`src/rtl/frame_param_sched.sv`:
```
// Frame-synchronous parameter scheduler: assembles IA bytes into a shadow buffer and
// commits a complete packet to the VS bus at frame_start. Optional macro: PARAM_CHECKSUM_EN.
module frame_param_sched #(
    parameter int NUM_WORDS   = 27,
    parameter int TIMEOUT_CYC = 65535
) (
    input  logic                     clk,
    input  logic                     reset,
    input  logic                     byte_valid,
    input  logic [7:0]               byte_data,
    input  logic                     pkt_done,
    input  logic                     frame_start,
    output logic [NUM_WORDS*16-1:0]  params_out,
    output logic                     params_valid,
    output logic                     vs_start,
    output logic                     busy,
    output logic                     err_drop,
    output logic [1:0]               dbg_state
);

    localparam int NUM_BYTES = 2 * NUM_WORDS;
`ifdef PARAM_CHECKSUM_EN
    localparam int EXP_BYTES = NUM_BYTES + 1;
`else
    localparam int EXP_BYTES = NUM_BYTES;
`endif
    localparam int PW = $clog2(EXP_BYTES + 1);
    localparam int TW = $clog2(TIMEOUT_CYC + 1);
    localparam logic [PW-1:0] EXP_PTR = PW'(EXP_BYTES);
    localparam logic [PW-1:0] NB_PTR  = PW'(NUM_BYTES);
    localparam logic [TW-1:0] TO_LAST = TW'(TIMEOUT_CYC - 1);

    typedef enum logic [1:0] {
        S_IDLE    = 2'd0,
        S_FILL    = 2'd1,
        S_PENDING = 2'd2
    } state_e;

    state_e                    state_q, state_d;
    logic [PW-1:0]             ptr_q, ptr_d;
    logic [TW-1:0]             idle_q, idle_d;
    logic                      err_q, err_d;
    logic                      vs_q, vs_d;
    logic                      valid_q, valid_d;
    logic [NUM_WORDS*16-1:0]   params_q;
    logic [7:0]                shadow_q [NUM_BYTES];
    logic [NUM_WORDS*16-1:0]   shadow_flat;
    logic                      byte_store;
    logic                      wr_en;
    logic                      commit;
    logic                      csum_ok;

    // A byte is accepted only while assembling and only if the packet has room for it;
    // in IDLE the pointer is always 0, so the first byte lands at slot 0.
    assign byte_store = byte_valid && (state_q != S_PENDING) && (ptr_q < EXP_PTR);
    assign wr_en      = byte_store && (ptr_q < NB_PTR);

`ifdef PARAM_CHECKSUM_EN
    logic [7:0] xor_q, xor_d, chk_q, chk_d;

    always_comb begin
        xor_d = xor_q;
        chk_d = chk_q;
        if (byte_store) begin
            if (ptr_q == '0)
                xor_d = byte_data;
            else if (ptr_q < NB_PTR)
                xor_d = xor_q ^ byte_data;
            else
                chk_d = byte_data;
        end
        // Uses the next values so a byte arriving with pkt_done is included.
        csum_ok = (xor_d == chk_d);
    end

    always_ff @(posedge clk) begin
        if (reset) begin
            xor_q <= '0;
            chk_q <= '0;
        end else begin
            xor_q <= xor_d;
            chk_q <= chk_d;
        end
    end
`else
    assign csum_ok = 1'b1;
`endif

    always_comb begin
        state_d = state_q;
        ptr_d   = ptr_q;
        idle_d  = idle_q;
        err_d   = 1'b0;
        vs_d    = 1'b0;
        valid_d = valid_q;
        commit  = 1'b0;
        case (state_q)
            S_IDLE, S_FILL: begin
                if (byte_valid) begin
                    idle_d = '0;
                    if (byte_store)
                        ptr_d = ptr_q + PW'(1);
                    else
                        err_d = 1'b1;
                    if (state_q == S_IDLE)
                        state_d = S_FILL;
                end
                // pkt_done in IDLE counts only when a byte opened the packet this cycle.
                if (pkt_done && ((state_q == S_FILL) || byte_valid)) begin
                    if ((ptr_d == EXP_PTR) && csum_ok) begin
                        state_d = S_PENDING;
                    end else begin
                        err_d   = 1'b1;
                        ptr_d   = '0;
                        state_d = S_IDLE;
                    end
                end else if ((state_q == S_FILL) && !byte_valid) begin
                    if (idle_q == TO_LAST) begin
                        err_d   = 1'b1;
                        ptr_d   = '0;
                        state_d = S_IDLE;
                    end else begin
                        idle_d = idle_q + TW'(1);
                    end
                end
            end
            S_PENDING: begin
                if (byte_valid)
                    err_d = 1'b1;
                if (frame_start) begin
                    commit  = 1'b1;
                    valid_d = 1'b1;
                    vs_d    = 1'b1;
                    ptr_d   = '0;
                    state_d = S_IDLE;
                end
            end
            default: begin
                ptr_d   = '0;
                state_d = S_IDLE;
            end
        endcase
    end

    always_comb begin
        shadow_flat = '0;
        for (int i = 0; i < NUM_BYTES; i++)
            shadow_flat[8*i +: 8] = shadow_q[i];
    end

    always_ff @(posedge clk) begin
        if (reset) begin
            for (int i = 0; i < NUM_BYTES; i++)
                shadow_q[i] <= '0;
        end else if (wr_en) begin
            shadow_q[ptr_q] <= byte_data;
        end
    end

    always_ff @(posedge clk) begin
        if (reset) begin
            state_q  <= S_IDLE;
            ptr_q    <= '0;
            idle_q   <= '0;
            err_q    <= 1'b0;
            vs_q     <= 1'b0;
            valid_q  <= 1'b0;
            params_q <= '0;
        end else begin
            state_q <= state_d;
            ptr_q   <= ptr_d;
            idle_q  <= idle_d;
            err_q   <= err_d;
            vs_q    <= vs_d;
            valid_q <= valid_d;
            if (commit)
                params_q <= shadow_flat;
        end
    end

    assign params_out   = params_q;
    assign params_valid = valid_q;
    assign vs_start     = vs_q;
    assign busy         = (state_q != S_IDLE);
    assign err_drop     = err_q;
    assign dbg_state    = state_q;

endmodule

```
`config.mk`:
```
export PLATFORM = sky130hd
export DESIGN_NAME = frame_param_sched
export DESIGN_NICKNAME = d
export VERILOG_FILES = /design/src/rtl/frame_param_sched.sv
export SDC_FILE = /design/constraint.sdc
export NUM_CORES = 1
export LEC_CHECK = 0
export ABC_AREA = 1
export CORE_ASPECT_RATIO = 1.75
export CORE_MARGIN = 4
export CORE_UTILIZATION = 40
export CTS_CLUSTER_SIZE = 8
export DETAILED_ROUTE_END_ITERATION = 8
export GPL_TIMING_DRIVEN = 0
export PLACE_DENSITY = 0.62
export REMOVE_ABC_BUFFERS = 1
export SLEW_MARGIN = 30
export SYNTH_ARGS = -nofsm -noshare
export SYNTH_HDL_FRONTEND = slang
export SYNTH_SLANG_ARGS = --single-unit
```
`constraint.sdc`:
```
create_clock -name clk -period 2.2 [get_ports clk]
set_clock_uncertainty 0.1 [all_clocks]
set_input_delay 0.44 -clock clk [delete_from_list [all_inputs] [get_ports clk]]
set_output_delay 0.44 -clock clk [all_outputs]
set_load 0.05 [all_outputs]
```
After elaboration in Yosys (flattened, before gate mapping)
Memory sizes are Yosys's and may differ from the RTL's. A register that Yosys moved wholly into a read port is not among the register bits.
Cells that the tools add are included.
{"block": "totals", "reg_bits": 27, "latchBits": 0, "ramBits": 432, "rom_bits": 0, "inputBits": 13, "output_inout_bits": 438, "elab_cells": 67, "memories": 1}
{"memory": "shadow_q", "words": 54, "width": 8, "read_ports": 54, "rd_ports_with_merged_regs": 54, "wr": 54, "line": "46", "text": "logic [7:0] shadow_q [NUM_BYTES];"}
{"block": "classes", "n_addsub": 2, "multipliers": 0, "div_mod_pow": 0, "magnitude_cmp": 1, "n_eq_ne": 6, "n_shift": 0, "muxes": 39, "bitwise": 0, "n_reduce_logical": 12}
{"cell": "16-bit two-way mux", "count": 4}
{"cell": "6-bit two-way mux", "count": 9}
{"cell": "16-bit by 1-bit adder with 16-bit output (second input constant)", "count": 1}
{"cell": "16-bit equality test (second input constant)", "count": 1}
{"cell": "1-bit two-way mux", "count": 15}
{"cell": "2-bit two-way mux", "count": 7}
{"cell": "6-bit case mux with 2 select lines", "count": 1}
{"cell": "8-bit two-way mux", "count": 1}
{"cell": "8-bit OR reduction", "count": 1}
{"cell": "6-bit by 1-bit adder with 6-bit output (second input constant)", "count": 1}
{"cell": "6-bit equality test (second input constant)", "count": 1}
{"cell": "6-bit less-than comparator (second input constant)", "count": 1}
{"cell": "1-bit logical AND", "count": 5}
{"cell": "2-bit inequality test (second input constant)", "count": 2}
{"cell": "2-bit case mux with 2 select lines", "count": 1}
{"cell": "2-bit by 1-bit equality test with 1-bit output (second input constant)", "count": 1}
{"cell": "2-bit equality test (second input constant)", "count": 1}
{"cell": "2-bit zero test", "count": 1}
{"cell": "1-bit case mux with 2 select lines", "count": 1}
{"cell": "2-bit AND reduction", "count": 1}
{"cell": "2-bit nonzero test", "count": 1}
{"cell": "2-bit OR reduction", "count": 1}
{"cell": "1-bit zero test", "count": 1}
{"cell": "1-bit logical OR", "count": 1}

Longest topological paths before layout
{"block": "depth", "depth_word": 10, "ltp_mapped": 13, "depth_no_buf": 13}

Worst setup path before layout
OpenSTA, ideal clock, no wires.
{"block": "synth_timing", "path_kind": "register to register", "start": "reg state_q[0], in the netlist dbg_state[0]", "end": "mem shadow_q[18][0], enable pin", "setup_time_ns": 0.329, "t_arrival_ns": 2.224, "t_required_ns": 1.771, "path_slack_ns": -0.453, "path_stages_with_launch": 9, "n_path_buf": 0, "synth_period_minus_slack_ns": 2.653, "cell_sequence": "dfxtp_1 -> inv_1 -> a21oi_4 -> nand2_4 -> inv_2 -> nand2_4 -> nor4_4 -> nand2_2 -> nand2_1"}
{"element": "from (decl)", "line": "39", "text": "state_e state_q, state_d;"}
{"element": "from (signal assigned)", "line": "170", "text": "state_q <= state_d;"}
{"element": "to (decl)", "line": "46"}

==> impl_summary.md <==
Synth
After synthesis, the cell types taking the most area are sky130_fd_sc_hd__edfxtp_1 40%, sky130_fd_sc_hd__dfxtp_1 28%, sky130_fd_sc_hd__a21oi_1 7.0%. The compound-cell area share of the yosys netlist is 0.144. The largest total area in the synthesized netlist belongs to sky130_fd_sc_hd__edfxtp_1. Synthesis inferred 891 register bits. The area share of the largest cell type after synthesis is 0.399.

The mapped cell area is ~32000 µm². After synthesis, the largest family of logic cells by area is compound AO/OA/AOI/OAI gates. Of the total synthesized cell area, the portion taken by full adders, half adders and majority gates is 0.00116. The count of different cell masters after synthesis is 34.

The total of warnings raised by yosys is 0. The mean post-synth cell area is 10.1 µm². The sequential-to-total area share from yosys stat is 0.682. The multiplexer share of the synthesized area is 0. After technology mapping, the gate count stands at 3205. Of the total synthesized cell area, the portion taken by AND, OR, NAND and NOR gates is 0.0926. Of the total synthesized cell area, the portion taken by XOR and XNOR cells is 0.000539.

Placed design
The post-placement cell count is 4536. The half-perimeter wire length after placement is 57900 µm. During placement, the flow inserted port buffers numbering 450. The congestion estimate from routability-driven global placement came to 0.849.

Critical path
The startpoint identified for the worst register-to-register timing path is dbg_state[1]. The library cell appearing most often on the critical path is sky130_fd_sc_hd__nand2_8. The beginning of the critical path is dbg_state[1]. The largest fanout on the critical path is 8.

The critical path goes through buf_6, a21oi_4, nand2_4, inv_8, nand2_8, nor4_4, buf_4, buf_12, buf_12, nand2_8, nand2_8. The worst setup path is captured at a flip-flop. The delay of the slowest cell on the worst path is 340 ps. The critical path is of the reg2reg type. The cell count of the worst reg-to-reg path is 11. The data arrival at the endpoint of the critical path is 2540 ps. The critical path's slowest cell is sky130_fd_sc_hd__dfxtp_4.

Data on the critical path is required at its endpoint by 2500 ps. The critical path startpoint category is a flip-flop.

Drt
Once detail routing completed, the nets flagged for antenna violations numbered 0. The violation count after the first detailed-route iteration is 1336. The final layout contains routed wiring with a total length of about 95000 µm.

In the final routed layout, each cell accounts on average for slightly below 20 µm. The pre-antenna-repair detailed-routing pass consisted of 6 iterations. Detailed routing inserted a total of 23.9k vias. The residual DRC count is 0.

The average via count per standard cell is 4.92.

Clock tree
The clock transition at the registers of the reported paths is 50 ps. At the later pin of the worst-skew pair, clock insertion delay measures 710 ps. The clock tree from TritonCTS is done. The deepest clock path buffer count is 3. The H-tree was split into 3 levels. The total CTS buffers is 121. The clock drives 891 sinks.

The cell at the root of the clock tree is sky130_fd_sc_hd__clkbuf_16.

STA
Of the available clock period, the critical path in the final layout requires 1.02. Setup repair after global routing could not meet its margin everywhere. The count of final max-slew check failures is 0.

The final critical-path setup slack is -36.3 ps. The slew of the pin with the lowest slew margin is 851 ps. The hold violation count in the final report is 0. The worst slew slack as a fraction of its limit is 0.430. Setup violations remaining at the end of the flow were counted as 27. The fmax is 447 MHz. The final critical delay including setup and external delays is 2240 ps.

Floorplanning
The die covers 86000 µm². The number of standard-cell rows in the floorplan is 138. The chip height is 385 µm. The overall die width is 223 µm. For this configuration, the core starts out at a cell density of 0.402. After floorplanning, the core was sized to cover slightly above 80000 µm². During I/O placement, the number of pins put on the boundary was 451.

Outcome
The checks that failed: negative setup slack. The run finished, with violations left.

Hold path
In this run the worst hold path is classified as in2reg. The count of cells along the worst hold path is 2. In this run the most critical hold path is launched from reset.

Power
VDD sags by at most 848 µV. Power spread over the standard cell area amounts to 822 nW/µm². The total leakage power is 0.0172 µW. The total power after layout is approximately 36000 µW.

Global route
The initial antenna violation count is 1. The total track usage is 0.209. The global route total overflow is 0. Entering global routing, the biggest net connects 102 pins. The first global-routing pass estimated 138000 µm of wire. The via count of the first global-routing pass is 22.7k.

Finish
The finished layout holds approximately 5k standard cells, fillers aside. In the final layout, the share of cells above drive strength 1 is 0.143. The number of diodes added for antenna fixing is 0. Relative to the synthesized area, the layout overhead comes to 36.5%. The net count of the finished layout is 3727.

Job
The number of max-cap violations is 0.
## cell families (layout without fill, tap and decap cells)
logic type	count (synthesis)	count (layout)
AO/OA/AOI/OAI	928	928
XOR/XNOR	2	2
adder cells (fa/ha/maj)	3	3
buffers and inverters	682	1290
flip-flops	891	891
AND/OR/NAND/NOR	699	701
## placed cells by master, fill, tap and decap left out, types with 60 or more instances in the layout
cell / instances
sky130_fd_sc_hd__o21ai_0: 451
sky130_fd_sc_hd__clkdlybuf4s15_2: 106
sky130_fd_sc_hd__dlygate4sd2_1: 223
sky130_fd_sc_hd__inv_1: 462
sky130_fd_sc_hd__clkbuf_16: 130
sky130_fd_sc_hd__dfxtp_1: 451
sky130_fd_sc_hd__nor2_1: 451
sky130_fd_sc_hd__nand2_1: 60
sky130_fd_sc_hd__clkbuf_1: 98
sky130_fd_sc_hd__edfxtp_1: 432
sky130_fd_sc_hd__buf_4: 63
sky130_fd_sc_hd__a21oi_1: 457
sky130_fd_sc_hd__clkdlybuf4s15_1: 105
## power breakdown
| group | switching [µW] | total (µW) | internal (µW) |
|---|---|---|---|
| clock network | 6980 | 17400 | 10400 |
| logic | 975 | 1320 | 345 |
| registers | 80.5 | 17700 | 17700 |
| total | 8040 | 36400 | 28400 |
## worst paths after layout
kind         slack [ps]         endpoint
max                 -40  shadow_q[10][2]
min                  80         err_drop
max reg2reg         -40  shadow_q[10][2]
min reg2reg         340  params_out[375]
## through the flow
stage                     hold WS, ps   util  setup slack (ps)  cell area [µm²]  TNS (ps)
after global routing             78.9  0.549              -126            44300    -15930
final                            78.3  0.549             -36.3            44300      -471
after CTS                        10.1  0.540             -71.7            43600     -4150
after detailed placement          335  0.475             -2610            38400  -2164780
after global placement            332  0.464            -27330            37500         -
after floorplan                   382      -            -15030            31700         -
## cell usage after synthesis, drive strengths merged
cell       n
nor2     464
o21bai     1
a22oi      1
nor3      20
nor4       8
nand3b     3
o21a       2
inv      476
a2111oi    1
nand4      8
clkbuf   196
buf        8
o2bb2ai    1
o21ai    457
edfxtp   432
a31oi      4
xor2       2
o211a      1
nand3     24
clkinv     2
o211ai     2
dfxtp    459
ha         3
nand2    172
a21oi    458
## final cells by class
type / instances / area [µm²]
Inverter: 478 / 1900
Multi-Input combinational cell: 1634 / 9010
Timing Repair inverter: 3 / 22.5
Tap cell: 1050 / 1310
Clock buffer: 220 / 3420
Fill cell: 7098 / 36500
Timing Repair Buffer: 582 / 6330
Sequential cell: 891 / 22200
Clock inverter: 7 / 130
## registers in the layout (all words and copies together), names as in the netlist
| signal | cells |
|---|---|
| dbg_state | 2 |
| err_drop | 1 |
| idle_q | 16 |
| shadow_q | 432 |
| params_valid | 1 |
| vs_start | 1 |
| ptr_q | 6 |
| params_out | 432 |
## worst max-delay path, delay by kind of cell, from the launching register on
family / cells / cell delay (ps)
AND/OR/NAND/NOR: 5 / 660
buffers and inverters: 5 / 620
AO/OA/AOI/OAI: 1 / 190
flip-flops: 1 / 340
## repair_timing
action,4_1_cts,5_1_grt
endpoints found under the hold margin,2,0
hold buffers,4,0
pin swaps,43,17
gates resized for setup,1003,75
gates cloned,12,8
setup buffers,46,35
setup endpoints to repair,1760,574
## layer usage
metal	vias up	wire length, µm	GRT usage
met4	0	3830	0.0978
met3	174	5990	0.0486
met5	-	0	0
met2	707	48700	0.373
li1	11600	-	-
met1	11400	36200	0.237
(Power assumes the default switching activity.)
